$ cat config.mk
export PLATFORM = sky130hd
export DESIGN_NAME = zigzag_bank_ctrl
export DESIGN_NICKNAME = d
export VERILOG_FILES = /design/src/rtl/zigzag_bank_ctrl.sv
export SDC_FILE = /design/constraint.sdc
export NUM_CORES = 1
export LEC_CHECK = 0
export BUFFER_PORTS_ARGS = -buffer_cell sky130_fd_sc_hd__buf_2
export CORE_ASPECT_RATIO = 0.75
export CORE_MARGIN = 8
export CORE_UTILIZATION = 55
export CTS_CLUSTER_DIAMETER = 60
export CTS_CLUSTER_SIZE = 40
export DETAILED_ROUTE_END_ITERATION = 6
export GPL_ROUTABILITY_DRIVEN = 0
export PLACE_DENSITY_LB_ADDON = 0.05
export SLEW_MARGIN = 20
export SYNTH_ARGS = -nofsm -noshare
export SYNTH_HDL_FRONTEND = slang
export SYNTH_SLANG_ARGS = --single-unit
export TNS_END_PERCENT = 5
$ cat constraint.sdc
create_clock -name clk -period 2.65 [get_ports clk]
set_input_delay 0.6625 -clock clk [delete_from_list [all_inputs] [get_ports clk]]
set_output_delay 0.6625 -clock clk [all_outputs]
set_load 0.05 [all_outputs]
$ cat src/rtl/zigzag_bank_ctrl.sv
// zigzag_bank_ctrl: ping-pong controller for a 2 x (DIM*DIM) coefficient RAM.
// The write side fills one bank in raster order. The read side drains the
// other bank in JPEG zigzag order, so filling one bank overlaps with
// scanning the other.
//
// Ports
//   clk, rst_n          clock, synchronous active-low reset
//   in_valid, in_sop    write-side stream; in_sop marks the first coefficient of a block
//   in_ready            write side can accept (current write bank EMPTY or FILLING)
//   wr_en, wr_addr      RAM write port, address {wbank, raster index}
//   out_hold            downstream pause; no new reads are issued while it is high
//   rd_en, rd_addr      RAM read port, address {rbank, y, x}
//   out_valid/sop/eop   read-data framing, delayed RD_LAT cycles after rd_en
//   out_done            one-cycle pulse together with out_eop
//   err_sop             one-cycle pulse, registered: in_sop was accepted in the middle of a block
module zigzag_bank_ctrl #(
    parameter int unsigned DIM    = 8,
    parameter int unsigned RD_LAT = 1
) (
    input  logic                     clk,
    input  logic                     rst_n,
    input  logic                     in_valid,
    input  logic                     in_sop,
    output logic                     in_ready,
    output logic                     wr_en,
    output logic [2*$clog2(DIM):0]   wr_addr,
    input  logic                     out_hold,
    output logic                     rd_en,
    output logic [2*$clog2(DIM):0]   rd_addr,
    output logic                     out_valid,
    output logic                     out_sop,
    output logic                     out_eop,
    output logic                     out_done,
    output logic                     err_sop
);

    localparam int unsigned LW    = $clog2(DIM);
    localparam int unsigned AW    = 2 * LW;
    localparam int unsigned DEPTH = DIM * DIM;
    localparam logic [LW-1:0] XMAX = LW'(DIM - 1);
    localparam logic [AW-1:0] WLAST = AW'(DEPTH - 1);

    typedef enum logic [1:0] {
        B_EMPTY,
        B_FILLING,
        B_FULL,
        B_READING
    } bank_t;

    typedef enum logic {
        R_IDLE,
        R_SCAN
    } rd_state_t;

    bank_t            bstate [2];
    logic             wbank;
    logic             rbank;
    logic [AW-1:0]    wcnt;
    logic [LW-1:0]    x;
    logic [LW-1:0]    y;
    rd_state_t        rstate;
    logic [RD_LAT-1:0] vpipe;
    logic [RD_LAT-1:0] spipe;
    logic [RD_LAT-1:0] epipe;

    logic             sop_err_c;
    logic [AW-1:0]    widx_c;
    logic             wlast_c;
    logic             scan_c;
    logic             rlast_c;
    logic             rsop_c;
    logic             reop_c;
    logic [LW-1:0]    nx;
    logic [LW-1:0]    ny;

    // Write side: an in_sop always lands at index 0; mid-block it restarts the bank.
    assign in_ready  = (bstate[wbank] == B_EMPTY) || (bstate[wbank] == B_FILLING);
    assign wr_en     = in_valid & in_ready;
    assign widx_c    = in_sop ? '0 : wcnt;
    assign wlast_c   = (widx_c == WLAST);
    assign sop_err_c = wr_en & in_sop & (wcnt != '0);
    assign wr_addr   = {wbank, widx_c};

    // Read side: a FULL bank starts the scan in the same cycle it is seen,
    // which gives one cycle from the last write to the first read.
    assign scan_c  = (rstate == R_SCAN) || (bstate[rbank] == B_FULL);
    assign rd_en   = scan_c & ~out_hold;
    assign rlast_c = (x == XMAX) && (y == XMAX);
    assign rsop_c  = rd_en && (x == '0) && (y == '0);
    assign reop_c  = rd_en && rlast_c;
    assign rd_addr = {rbank, y, x};

    assign out_valid = vpipe[RD_LAT-1];
    assign out_sop   = spipe[RD_LAT-1];
    assign out_eop   = epipe[RD_LAT-1];
    assign out_done  = epipe[RD_LAT-1];

    // Zigzag walker step; parity of x+y selects the diagonal direction.
    always_comb begin
        nx = x;
        ny = y;
        if (x[0] == y[0]) begin
            if (x == XMAX) begin
                ny = y + LW'(1);
            end else if (y == '0) begin
                nx = x + LW'(1);
            end else begin
                nx = x + LW'(1);
                ny = y - LW'(1);
            end
        end else begin
            if (y == XMAX) begin
                nx = x + LW'(1);
            end else if (x == '0) begin
                ny = y + LW'(1);
            end else begin
                nx = x - LW'(1);
                ny = y + LW'(1);
            end
        end
    end

    // Bank states, counters, reader FSM and flag delay line.
    always_ff @(posedge clk) begin
        if (!rst_n) begin
            bstate[0] <= B_EMPTY;
            bstate[1] <= B_EMPTY;
            wbank     <= 1'b0;
            rbank     <= 1'b0;
            wcnt      <= '0;
            x         <= '0;
            y         <= '0;
            rstate    <= R_IDLE;
            vpipe     <= '0;
            spipe     <= '0;
            epipe     <= '0;
            err_sop   <= 1'b0;
        end else begin
            err_sop <= sop_err_c;

            if (wr_en) begin
                if (wlast_c) begin
                    wcnt          <= '0;
                    wbank         <= ~wbank;
                    bstate[wbank] <= B_FULL;
                end else begin
                    wcnt          <= widx_c + AW'(1);
                    bstate[wbank] <= B_FILLING;
                end
            end

            // Write and read never touch the same bank in one cycle: the
            // write bank is EMPTY/FILLING, the read bank FULL/READING.
            if (bstate[rbank] == B_FULL) begin
                bstate[rbank] <= B_READING;
            end

            if (rd_en) begin
                if (rlast_c) begin
                    x             <= '0;
                    y             <= '0;
                    rbank         <= ~rbank;
                    bstate[rbank] <= B_EMPTY;
                end else begin
                    x <= nx;
                    y <= ny;
                end
            end

            case (rstate)
                R_IDLE: begin
                    if (bstate[rbank] == B_FULL) begin
                        rstate <= R_SCAN;
                    end
                end
                R_SCAN: begin
                    if (rd_en && rlast_c) begin
                        rstate <= (bstate[!rbank] == B_FULL) ? R_SCAN : R_IDLE;
                    end
                end
                default: rstate <= R_IDLE;
            endcase

            vpipe[0] <= rd_en;
            spipe[0] <= rsop_c;
            epipe[0] <= reop_c;
            for (int unsigned i = 1; i < RD_LAT; i++) begin
                vpipe[i] <= vpipe[i-1];
                spipe[i] <= spipe[i-1];
                epipe[i] <= epipe[i-1];
            end
        end
    end

endmodule

==> results.json <==
{
  "avgViaCountPerCell": 5.620,
  "synth_largest_area_cell": "dfxtp_1",
  "critPathKind": "reg -> out",
  "hp-start": "wcnt[1]",
  "ys_seq_elements": 25,
  "start_util_pct": 57.36,
  "period_needed_ns": 2.451,
  "synth_top_family_by_area": "simple AND/OR/NAND/NOR gates",
  "synthMuxAreaShare_pct": 4.023,
  "synthToLayoutAreaGrowth_pct": 12.49,
  "cts_hold_buffers": 0,
  "endpoint_kind": "output pin",
  "grt_max_degree": 19,
  "synth-simple-area-share_pct": 27.66,
  "synth_xor_area_share_pct": 1.174,
  "max_freq_mhz": 408.0,
  "synth_cells": 169,
  "worst_pin_slew_ns": 0.5847,
  "crit_required_ns": 1.99,
  "synth_commonest_cells": "21 x dfxtp_1, 14 x nand2_1, 12 x ha_1",
  "dr.first_iter.drc_count": 83,
  "dp_hpwl_um": 2445,
  "nets": 211,
  "dieWidth_um": 76.16,
  "slew_headroom_pct": 60.53,
  "fp.dieH_um": 61.12,
  "clk-insertion-delay-late_ns": 0.33,
  "wl_um": 3260,
  "synthArstFlopShare_pct": 0,
  "ys_types": 42,
  "yosys_warnings": 0,
  "hold_path_class": "reg -> reg",
  "drive_gt1_share_pct": 21.76,
  "grt-ovfl-total": 0,
  "n_fill_cell": 241,
  "synth-compound-area-share_pct": 15.76,
  "yosys-top-cells-area": "dfxtp_1 28%, ha_1 10%, edfxtp_1 8.0%",
  "ir_worst_vdd_mv": 0.3423,
  "power_density_nw_per_um2": 523.3,
  "grt.total_usage_pct": 14.89,
  "rsz0062_at_grt": "no",
  "synthAdderAreaFrac_pct": 10.06,
  "drt-pass1-iter-count": 4,
  "grt_pass1_wl_um": 5740,
  "synth_edf_count": 4,
  "vias": 1287,
  "rows": 16,
  "htree_levels": 1,
  "dpl_cell_area_um2": 1649,
  "slew_violations": 0,
  "cts_tree": "built",
  "arrival_ns": 1.79,
  "pin_count": 27,
  "crit_start": "bstate[1][1]",
  "cts_buffer_depth": 2,
  "crit_fanout": 8,
  "drc": 0,
  "cts_made_buffers": 3,
  "port_buffers": 26,
  "timing.rr.start": "x[0]",
  "ys.flop_type": "dfxtp_1",
  "clkSlewWorstSetupHoldPaths_ns": 0.15,
  "synth_nets": 186,
  "fin_skew_ns": 0.01236,
  "netlist_area_um2": 1493,
  "synth.most_common_cell": "dfxtp_1",
  "antennaDiodeCount": 0,
  "cts_resized": 0,
  "yosysTopAreaCellShare_pct": 28.16,
  "grt_antenna_before_repair": 0,
  "fin_crit_sh_pct": 92.49,
  "setup_viol": 0,
  "core-area_um2": 2603,
  "final_area_um2": 1679,
  "clock-sinks": 25,
  "cts_root_buffer": "clkbuf_4",
  "cap_violations": 0,
  "postSynthAreaPerCell_um2": 8.832,
  "wire_per_inst_um": 14.24,
  "yosysSeqAreaShare_pct": 36.21,
  "ant_nets": 0,
  "status": "finished clean",
  "dieArea_um2": 4654,
  "startpoint_type": "flop",
  "first_global_vias": 1251,
  "cts_setup_buffers": 0,
  "hold_ws_ns": 0.5073,
  "p_leak_uw": 0.0007251,
  "hold_viol_final": 0
}
## worst paths after layout
kind,slack (ns),end,cells after the start
max,0.20,rd_en,4
min,0.51,wcnt[1],2
max reg2reg,0.47,bstate[1][0],6
min reg2reg,0.51,wcnt[1],2
## cell families after synthesis
logic type | count (synthesis)
compound gates | 35
xor+xnor | 2
fa+ha+maj | 12
buf+inv | 17
flops | 25
mux | 6
simple gates | 72
## stage by stage
| step | std cells | setup slack (ns) | util, % | power (µW) | setup TNS (ns) |
|---|---|---|---|---|---|
| CTS | 229 | 0.1882 | 64.52 | 890.5 | 0 |
| global route | 229 | 0.09389 | 64.52 | 934.6 | 0 |
| finish | 229 | 0.1991 | 64.52 | 878.7 | 0 |
| detailed placement | 225 | 0.2968 | 63.37 | 705.3 | 0 |
| global placement | 225 | 0.3412 | 63.37 | 699.9 | 0 |
| floorplan | 169 | -0.01167 | - | 646.9 | -0.01167 |
## layout make-up
type	count	area (µm²)	area share, %
clock buffer	3	22.52	1.341
sequential	25	540.5	32.19
timing repair buffer	28	145.1	8.644
clock inverter	1	7.507	0.4471
tap	36	45.04	2.683
multi-input combinational	127	884.6	52.68
inverter	9	33.78	2.012
## power breakdown
| part | leakage (µW) | internal, µW | switching [µW] |
|---|---|---|---|
| Sequential | 0.000213 | 408 | 20.9 |
| Combinational | 0.000499 | 91.7 | 178 |
| Clock | 0.0000139 | 57.9 | 122 |
## cells in the final DEF (no fill, tap or decap), types with 3 or more instances in the layout
master / n
dfxtp_1: 21
ha_1: 12
nand2b_1: 3
a31oi_1: 4
nand3_1: 11
or3_1: 4
nor2_1: 10
inv_1: 8
a21oi_1: 11
mux2i_1: 5
o211ai_1: 7
edfxtp_1: 4
clkbuf_4: 3
nor2b_2: 3
o21ai_0: 5
or4_1: 4
nor2b_1: 4
nand2_1: 14
nor3_1: 3
buf_2: 26
nor3b_1: 3
## worst max-delay path: stages, from the launching register on
cell and delay (ns):
edfxtp_1 0.45, and3b_1 0.25, o31ai_4 0.42, inv_2 0.10, buf_2 0.23
## state kept, by name (all words and copies together), names as in the netlist, 3 cells and up, named ones only
signal  cells
bstate      4
y           3
wcnt        6
x           3
## layer usage
layer	vias up	share of wire (%)	GRT usage (%)
met3	4	5.4	4.956
met1	594	50	17.86
met5	-	0	0
li1	661	-	-
met2	28	44	25.43
met4	0	0.64	4.087
No activity file was read; power rests on OpenSTA's default activity.
